`src/rtl/halfword_bank_ctrl.sv`:
```
// Load/store sequencer for two 16-bit single-port halfword banks: splits word
// accesses across banks, does read-modify-write for byte stores, one response per request.
module halfword_bank_ctrl #(
  parameter int ROW_W = 10,
  parameter int AW    = ROW_W + 2
) (
  input  logic             clk,
  input  logic             rst,
  input  logic             req_valid,
  output logic             req_ready,
  input  logic             req_we,
  input  logic [1:0]       req_size,
  input  logic [AW-1:0]    req_addr,
  input  logic [31:0]      req_wdata,
  output logic             rsp_valid,
  output logic             rsp_err,
  output logic [31:0]      rsp_rdata,
  output logic             b0_we,
  output logic             b1_we,
  output logic [ROW_W-1:0] b0_addr,
  output logic [ROW_W-1:0] b1_addr,
  output logic [15:0]      b0_din,
  output logic [15:0]      b1_din,
  input  logic [15:0]      b0_dout,
  input  logic [15:0]      b1_dout,
  output logic [2:0]       dbg_state
);

  // Handshake: a request is accepted on the rising edge where req_valid && req_ready;
  // req_ready is high only in IDLE outside reset, and the response is a single
  // rsp_valid pulse with rsp_err/rsp_rdata qualified by it.

  typedef enum logic [2:0] {IDLE, ISSUE, CAPTURE, MERGE, RESP} state_t;

  localparam logic [1:0] SZ_BYTE = 2'b00;
  localparam logic [1:0] SZ_HALF = 2'b01;
  localparam logic [1:0] SZ_WORD = 2'b10;

  state_t             r_state, w_state;
  logic               r_store, w_store;
  logic [1:0]         r_size, w_size;
  logic               r_byte_hi, w_byte_hi;
  logic               r_bank, w_bank;
  logic [7:0]         r_wbyte, w_wbyte;
  logic               r_b0_we, w_b0_we, r_b1_we, w_b1_we;
  logic [ROW_W-1:0]   r_b0_addr, w_b0_addr, r_b1_addr, w_b1_addr;
  logic [15:0]        r_b0_din, w_b0_din, r_b1_din, w_b1_din;
  logic               r_rsp_valid, w_rsp_valid;
  logic               r_rsp_err, w_rsp_err;
  logic [31:0]        r_rsp_rdata, w_rsp_rdata;

  logic               w_err;
  logic [ROW_W-1:0]   w_row, w_row_inc;
  logic [15:0]        w_sel, w_merged;
  logic [7:0]         w_sel_byte;

  assign w_err     = (req_size == 2'b11) || (req_addr[0] && (req_size != SZ_BYTE));
  assign w_row     = req_addr[AW-1:2];
  assign w_row_inc = w_row + {{(ROW_W-1){1'b0}}, 1'b1};

  // Byte paths only ever use the single bank chosen by H[0].
  assign w_sel      = r_bank ? b1_dout : b0_dout;
  assign w_sel_byte = r_byte_hi ? w_sel[15:8] : w_sel[7:0];
  assign w_merged   = r_byte_hi ? {r_wbyte, w_sel[7:0]} : {w_sel[15:8], r_wbyte};

  always_comb begin
    w_state     = r_state;
    w_store     = r_store;
    w_size      = r_size;
    w_byte_hi   = r_byte_hi;
    w_bank      = r_bank;
    w_wbyte     = r_wbyte;
    w_b0_we     = 1'b0;
    w_b1_we     = 1'b0;
    w_b0_addr   = r_b0_addr;
    w_b1_addr   = r_b1_addr;
    w_b0_din    = r_b0_din;
    w_b1_din    = r_b1_din;
    w_rsp_valid = 1'b0;
    w_rsp_err   = 1'b0;
    w_rsp_rdata = 32'h0;
    case (r_state)
      IDLE: begin
        if (req_valid) begin
          w_store   = req_we;
          w_size    = req_size;
          w_byte_hi = req_addr[0];
          w_bank    = req_addr[1];
          w_wbyte   = req_wdata[7:0];
          if (w_err) begin
            w_state     = RESP;
            w_rsp_valid = 1'b1;
            w_rsp_err   = 1'b1;
          end else begin
            w_state   = ISSUE;
            w_b0_addr = w_row;
            w_b1_addr = w_row;
            w_b0_din  = req_wdata[15:0];
            w_b1_din  = req_wdata[15:0];
            if (req_size == SZ_WORD) begin
              w_b0_we = req_we;
              w_b1_we = req_we;
              // Odd H: low half lives in bank1[row], high half in bank0[row+1].
              if (req_addr[1]) begin
                w_b0_addr = w_row_inc;
                w_b0_din  = req_wdata[31:16];
              end else begin
                w_b1_din  = req_wdata[31:16];
              end
            end else if (req_size == SZ_HALF) begin
              w_b0_we = req_we & ~req_addr[1];
              w_b1_we = req_we & req_addr[1];
            end
          end
        end
      end
      ISSUE: begin
        if (r_store && (r_size != SZ_BYTE)) begin
          w_state     = RESP;
          w_rsp_valid = 1'b1;
        end else begin
          w_state = CAPTURE;
        end
      end
      CAPTURE: begin
        if (r_store) begin
          w_state  = MERGE;
          w_b0_din = w_merged;
          w_b1_din = w_merged;
          w_b0_we  = ~r_bank;
          w_b1_we  = r_bank;
        end else begin
          w_state     = RESP;
          w_rsp_valid = 1'b1;
          case (r_size)
            SZ_WORD: w_rsp_rdata = r_bank ? {b0_dout, b1_dout} : {b1_dout, b0_dout};
            SZ_HALF: w_rsp_rdata = {16'h0, w_sel};
            default: w_rsp_rdata = {24'h0, w_sel_byte};
          endcase
        end
      end
      MERGE: begin
        w_state     = RESP;
        w_rsp_valid = 1'b1;
      end
      RESP:    w_state = IDLE;
      default: w_state = IDLE;
    endcase
  end

  always_ff @(posedge clk) begin
    if (rst) begin
      r_state     <= IDLE;
      r_store     <= 1'b0;
      r_size      <= 2'b00;
      r_byte_hi   <= 1'b0;
      r_bank      <= 1'b0;
      r_wbyte     <= 8'h0;
      r_b0_we     <= 1'b0;
      r_b1_we     <= 1'b0;
      r_b0_addr   <= '0;
      r_b1_addr   <= '0;
      r_b0_din    <= 16'h0;
      r_b1_din    <= 16'h0;
      r_rsp_valid <= 1'b0;
      r_rsp_err   <= 1'b0;
      r_rsp_rdata <= 32'h0;
    end else begin
      r_state     <= w_state;
      r_store     <= w_store;
      r_size      <= w_size;
      r_byte_hi   <= w_byte_hi;
      r_bank      <= w_bank;
      r_wbyte     <= w_wbyte;
      r_b0_we     <= w_b0_we;
      r_b1_we     <= w_b1_we;
      r_b0_addr   <= w_b0_addr;
      r_b1_addr   <= w_b1_addr;
      r_b0_din    <= w_b0_din;
      r_b1_din    <= w_b1_din;
      r_rsp_valid <= w_rsp_valid;
      r_rsp_err   <= w_rsp_err;
      r_rsp_rdata <= w_rsp_rdata;
    end
  end

  assign req_ready = (r_state == IDLE) && !rst;
  assign rsp_valid = r_rsp_valid;
  assign rsp_err   = r_rsp_err;
  assign rsp_rdata = r_rsp_rdata;
  assign b0_we     = r_b0_we;
  assign b1_we     = r_b1_we;
  assign b0_addr   = r_b0_addr;
  assign b1_addr   = r_b1_addr;
  assign b0_din    = r_b0_din;
  assign b1_din    = r_b1_din;
  assign dbg_state = r_state;

endmodule

```
`config.mk`:
```
export PLATFORM = sky130hd
export DESIGN_NAME = halfword_bank_ctrl
export DESIGN_NICKNAME = d
export VERILOG_FILES = /design/src/rtl/halfword_bank_ctrl.sv
export SDC_FILE = /design/constraint.sdc
export NUM_CORES = 1
export LEC_CHECK = 0
export BUFFER_PORTS_ARGS = -buffer_cell sky130_fd_sc_hd__buf_2
export CAP_MARGIN = 25
export CORE_ASPECT_RATIO = 1.1
export CORE_MARGIN = 2
export CORE_UTILIZATION = 52
export CTS_BUF_LIST = sky130_fd_sc_hd__clkbuf_16
export DETAILED_ROUTE_END_ITERATION = 8
export PLACE_DENSITY = 0.83
export RECOVER_POWER = 25
export SYNTH_ARGS = -nofsm -noshare
export SYNTH_HDL_FRONTEND = slang
export SYNTH_SLANG_ARGS = --single-unit
```
`constraint.sdc`:
```
create_clock -name clk -period 3 [get_ports clk]
set_clock_uncertainty 0.1 [all_clocks]
set_input_delay 0 -clock clk [delete_from_list [all_inputs] [get_ports clk]]
set_output_delay 0 -clock clk [all_outputs]
set_load 0.005 [all_outputs]
```
==> flow_results.org <==
** Status
- The run finished with clean final reports.

** Placement
- Final weighted congestion of routability-driven global placement :: 0.8197
- The HPWL after detailed placement is 9751 µm.
- Summing all placed instances gives a cell area of 5731 µm².
- Buffers placed on the I/O ports in this run total 173.

** Pwr
- Registers are responsible for 45.2% of the overall power.
- The worst-case IR drop observed on VDD is 0.0003816 V.
- Proportion of power drawn by the clock network :: 35.6%
- The design draws 3.300 mW.
- Internal :: 2.413 mW
- Per report_power, the combinational group accounts for 19.1% of the total.
- Static leakage :: 2.983 nW
- P per Cell Area :: 485.4 nW/µm²
- For this design the total switching power over the nets is 887.2 µW.
- Switching fraction of total power :: 26.88%

** Die
- Width of the die :: 96.57 µm
- Core Box Area :: 9259 µm²
- Top-level I/O count :: 174
- The die is 105.8 µm tall.
- Once the floorplan was initialized, standard cells occupied 52.93% of the core.
- Die Footprint :: 10220 µm²
- Site Rows :: 37

** Routing
- The routed design uses 7737 µm of met2 wire.
- Summed over all nets, wire length on met3 after detailed routing comes to 1059 µm.
- Across all layers, the routed design uses 4904 vias.
- First-pass DRT Iterations :: 5
- Count of antenna-violating nets left after detailed routing :: 0
- In the routed layout, each cell is associated on average with a via count of 5.630.
- Top layer in use :: met4
- Drt initial violations :: 288
- Aggregate routed wire length :: 15560 µm
- # DRC :: 0
- In the final routed layout, each cell accounts on average for 17.86 µm.
- For this block, wires on met1 add up to 6286 µm.

** GRT
- The first global-routing pass estimated 23540 µm of wire.
- Initial antenna violation count :: 0
- Global routing finished with a remaining overflow of 0.
- Via count of the first global-routing pass :: 4776
- GR Util All Layers :: 29.73%
- Entering global routing, the biggest net connects 38 pins.

** Logic synthesis
- After synthesis the cells add up to 4901 µm².
- Among all flip-flop cells after synthesis, the most frequent one is sky130_fd_sc_hd__dfxtp_1.
- Yosys mapped the design onto 52 distinct sky130hd cell types.
- Counting every instance in the synthesized netlist gives 513.
- Sequential cells were found to cover 42.48% of the synthesized design area.
- Count of state elements after synthesis :: 104
- Synthesis produced a netlist with a net count of 599.
- In this run, synthesis inferred 0 flip-flops with an integrated enable.
- Synthesized area divided by synthesized cell count :: 9.554 µm²
- The Yosys step of the flow raised 0 warnings.
- Share of flip-flops with an asynchronous set or reset :: 0%

** Critical path
- Type of destination of the critical path :: flop
- The worst setup path is of the input port to flop kind.
- Top fanout value on the critical path :: 11
- STA classifies the critical path startpoint as an input port.
- Setup slack on the worst reg-to-reg path comes out at 0.78 ns.
- The number of cells on the worst reg-to-reg path is 4.
- CP Data Required Time :: 3.14 ns
- The worst register-to-register path begins at dbg_state[0].
- Data on the critical path arrives at its endpoint at 2.66 ns.
- End of the worst register-to-register path :: b0_addr[0]

** Layout
- Highest-count cells in the layout ignoring fill and taps :: sky130_fd_sc_hd__buf_2, sky130_fd_sc_hd__dfxtp_1, sky130_fd_sc_hd__dlygate4sd3_1
- Area added between synthesis and finish :: 38.73%
- Cells fill 73.43% of the core in the end.
- In the final design database the tool counted 835 nets.
- Leaving out fill and tap cells, the most frequent cell in the layout is sky130_fd_sc_hd__buf_2.
- Count of antenna diodes in the layout :: 0
- Footprint of the multi-input gates :: 2566 µm²
- Fraction of layout cells with a size suffix above 1 :: 29.44%
- Post-route standard cell area excluding fillers :: 6799 µm²
- The layout has 664 filler cells.
- Seq. cell area :: 2082 µm²

** STA
- For the pin with the worst max-slew slack, the measured transition is 0.7802 ns.
- Summed over all failing endpoints, the final setup total negative slack is 0 ns.
- Slew margin rel. :: 47.99%
- Fin crit share :: 84.04%
- Setup violations remaining at the end of the flow were counted as 0.
- Number of pins exceeding their max-slew limit in the final report :: 0
- The final number of hold-violating endpoints was 0.
- Setup repair after global routing left no endpoint under its margin.
- Final critical path time including I/O delays and setup :: 2.521 ns
- Static timing analysis puts the maximum clock frequency at 0.3967 GHz.

** Clock tree
- Clock sink count :: 104
- The clock passes through at most 2 buffers.
- Clock root buffer :: sky130_fd_sc_hd__clkbuf_16
- Number of buffers created by CTS :: 9
- Hold repair after CTS inserted 81 buffers.
- TritonCTS clock tree :: done
- Number of instances resized during post-cts repair :: 0
- After clock tree synthesis, the clock-pin slew on the worst setup and hold paths is 0.07 ns.
- Source-to-sink clock delay at the later pin of the worst-skew pair :: 0.35 ns
- Buffers added to address setup during post-CTS repair amount to 0.
- The H-tree was split into 3 levels.

** Min path
- The min-delay analysis places its worst path in the category input port to flop.
- Worst Min Path Start :: b0_dout[14]
- The worst hold path terminates at rsp_rdata[14].
- Along the worst hold path, the cell count comes to 3.

** Flow run
- Across the run, the number of max-cap violations was 0.
[power by group through the flow]
stage	registers [mW]	logic, mW	clock network, mW
final	1.49	0.632	1.18
after global routing	1.50	0.680	1.25
after CTS	1.49	0.612	1.19
after detailed placement	1.52	0.518	0
after global placement	1.52	0.498	0
after floorplan	1.52	0.339	0
[layout make-up]
cell class | instances | area share, %
inverter | 6 | 0.3681
sequential | 104 | 30.62
multi-input combinational | 368 | 37.74
clock inverter | 7 | 1.049
clock buffer | 9 | 3.312
tap | 117 | 2.153
timing repair buffer | 260 | 24.75
[worst max-delay path by stage]
stage	cells after the start	start	endpoint	slack (ns)
after floorplan	7	dbg_state[1]	b1_addr[7]	1.21
after global placement	5	rst	b0_din[15]	0.88
after detailed placement	5	rst	b0_din[15]	0.79
after CTS	8	req_size[1]	b1_din[15]	0.54
after global routing	8	req_size[1]	b1_din[12]	0.40
final	8	req_size[1]	b1_din[15]	0.48
[state kept, by name (all words and copies together), names as in the netlist, 2 cells and up]
signal,count
rsp_rdata,32
b0_din,16
b1_din,16
b0_addr,10
b1_addr,10
r_wbyte,8
dbg_state,3
r_size,2
[metrics by stage]
stage	worst slack (ns)	cells	hold WS (ns)
floorplan	1.212	513	0.02692
finish	0.4789	871	0.01403
detailed placement	0.7851	774	0.1545
global route	0.3963	871	0.03481
CTS	0.5371	871	0.0002681
global placement	0.8842	774	0.1459
[logic make-up after synthesis]
group           count (synthesis)  synth area share [%]
simple gates                  159                 16.49
buf+inv                        41                 5.157
compound gates                132                 19.25
xor+xnor                        8                 1.430
flops                         104                 42.48
fa+ha+maj                       5                 1.302
mux                            64                 13.89
[synth_stat cells, drive strengths merged, types with 12 or more instances]
library cell / n / area, µm²
dfxtp: 104 / 2082
nand2: 54 / 207.7
nor2: 45 / 185.2
a21oi: 44 / 231.5
mux2: 32 / 360.4
mux2i: 32 / 320.3
buf: 22 / 178.9
o21ai: 19 / 98.85
a22o: 16 / 140.1
o2bb2ai: 16 / 140.1
clkbuf: 13 / 48.80
nand2b: 12 / 75.07
[layer usage]
layer	up-vias	track usage [%]
li1	2308	-
met2	225	51.34
met5	-	0
met3	39	5.718
met4	0	13.68
met1	2332	34.86
[critical path: stages]
cell and delay (ns):
sky130_fd_sc_hd__dlygate4sd3_1 0.53, sky130_fd_sc_hd__buf_2 0.21, sky130_fd_sc_hd__nor3b_4 0.59, sky130_fd_sc_hd__buf_4 0.29
sky130_fd_sc_hd__mux2i_1 0.19, sky130_fd_sc_hd__dlygate4sd3_1 0.56, sky130_fd_sc_hd__o21ai_0 0.08, sky130_fd_sc_hd__a22o_1 0.20
Note: power is estimated with default switching activity, not from simulation.
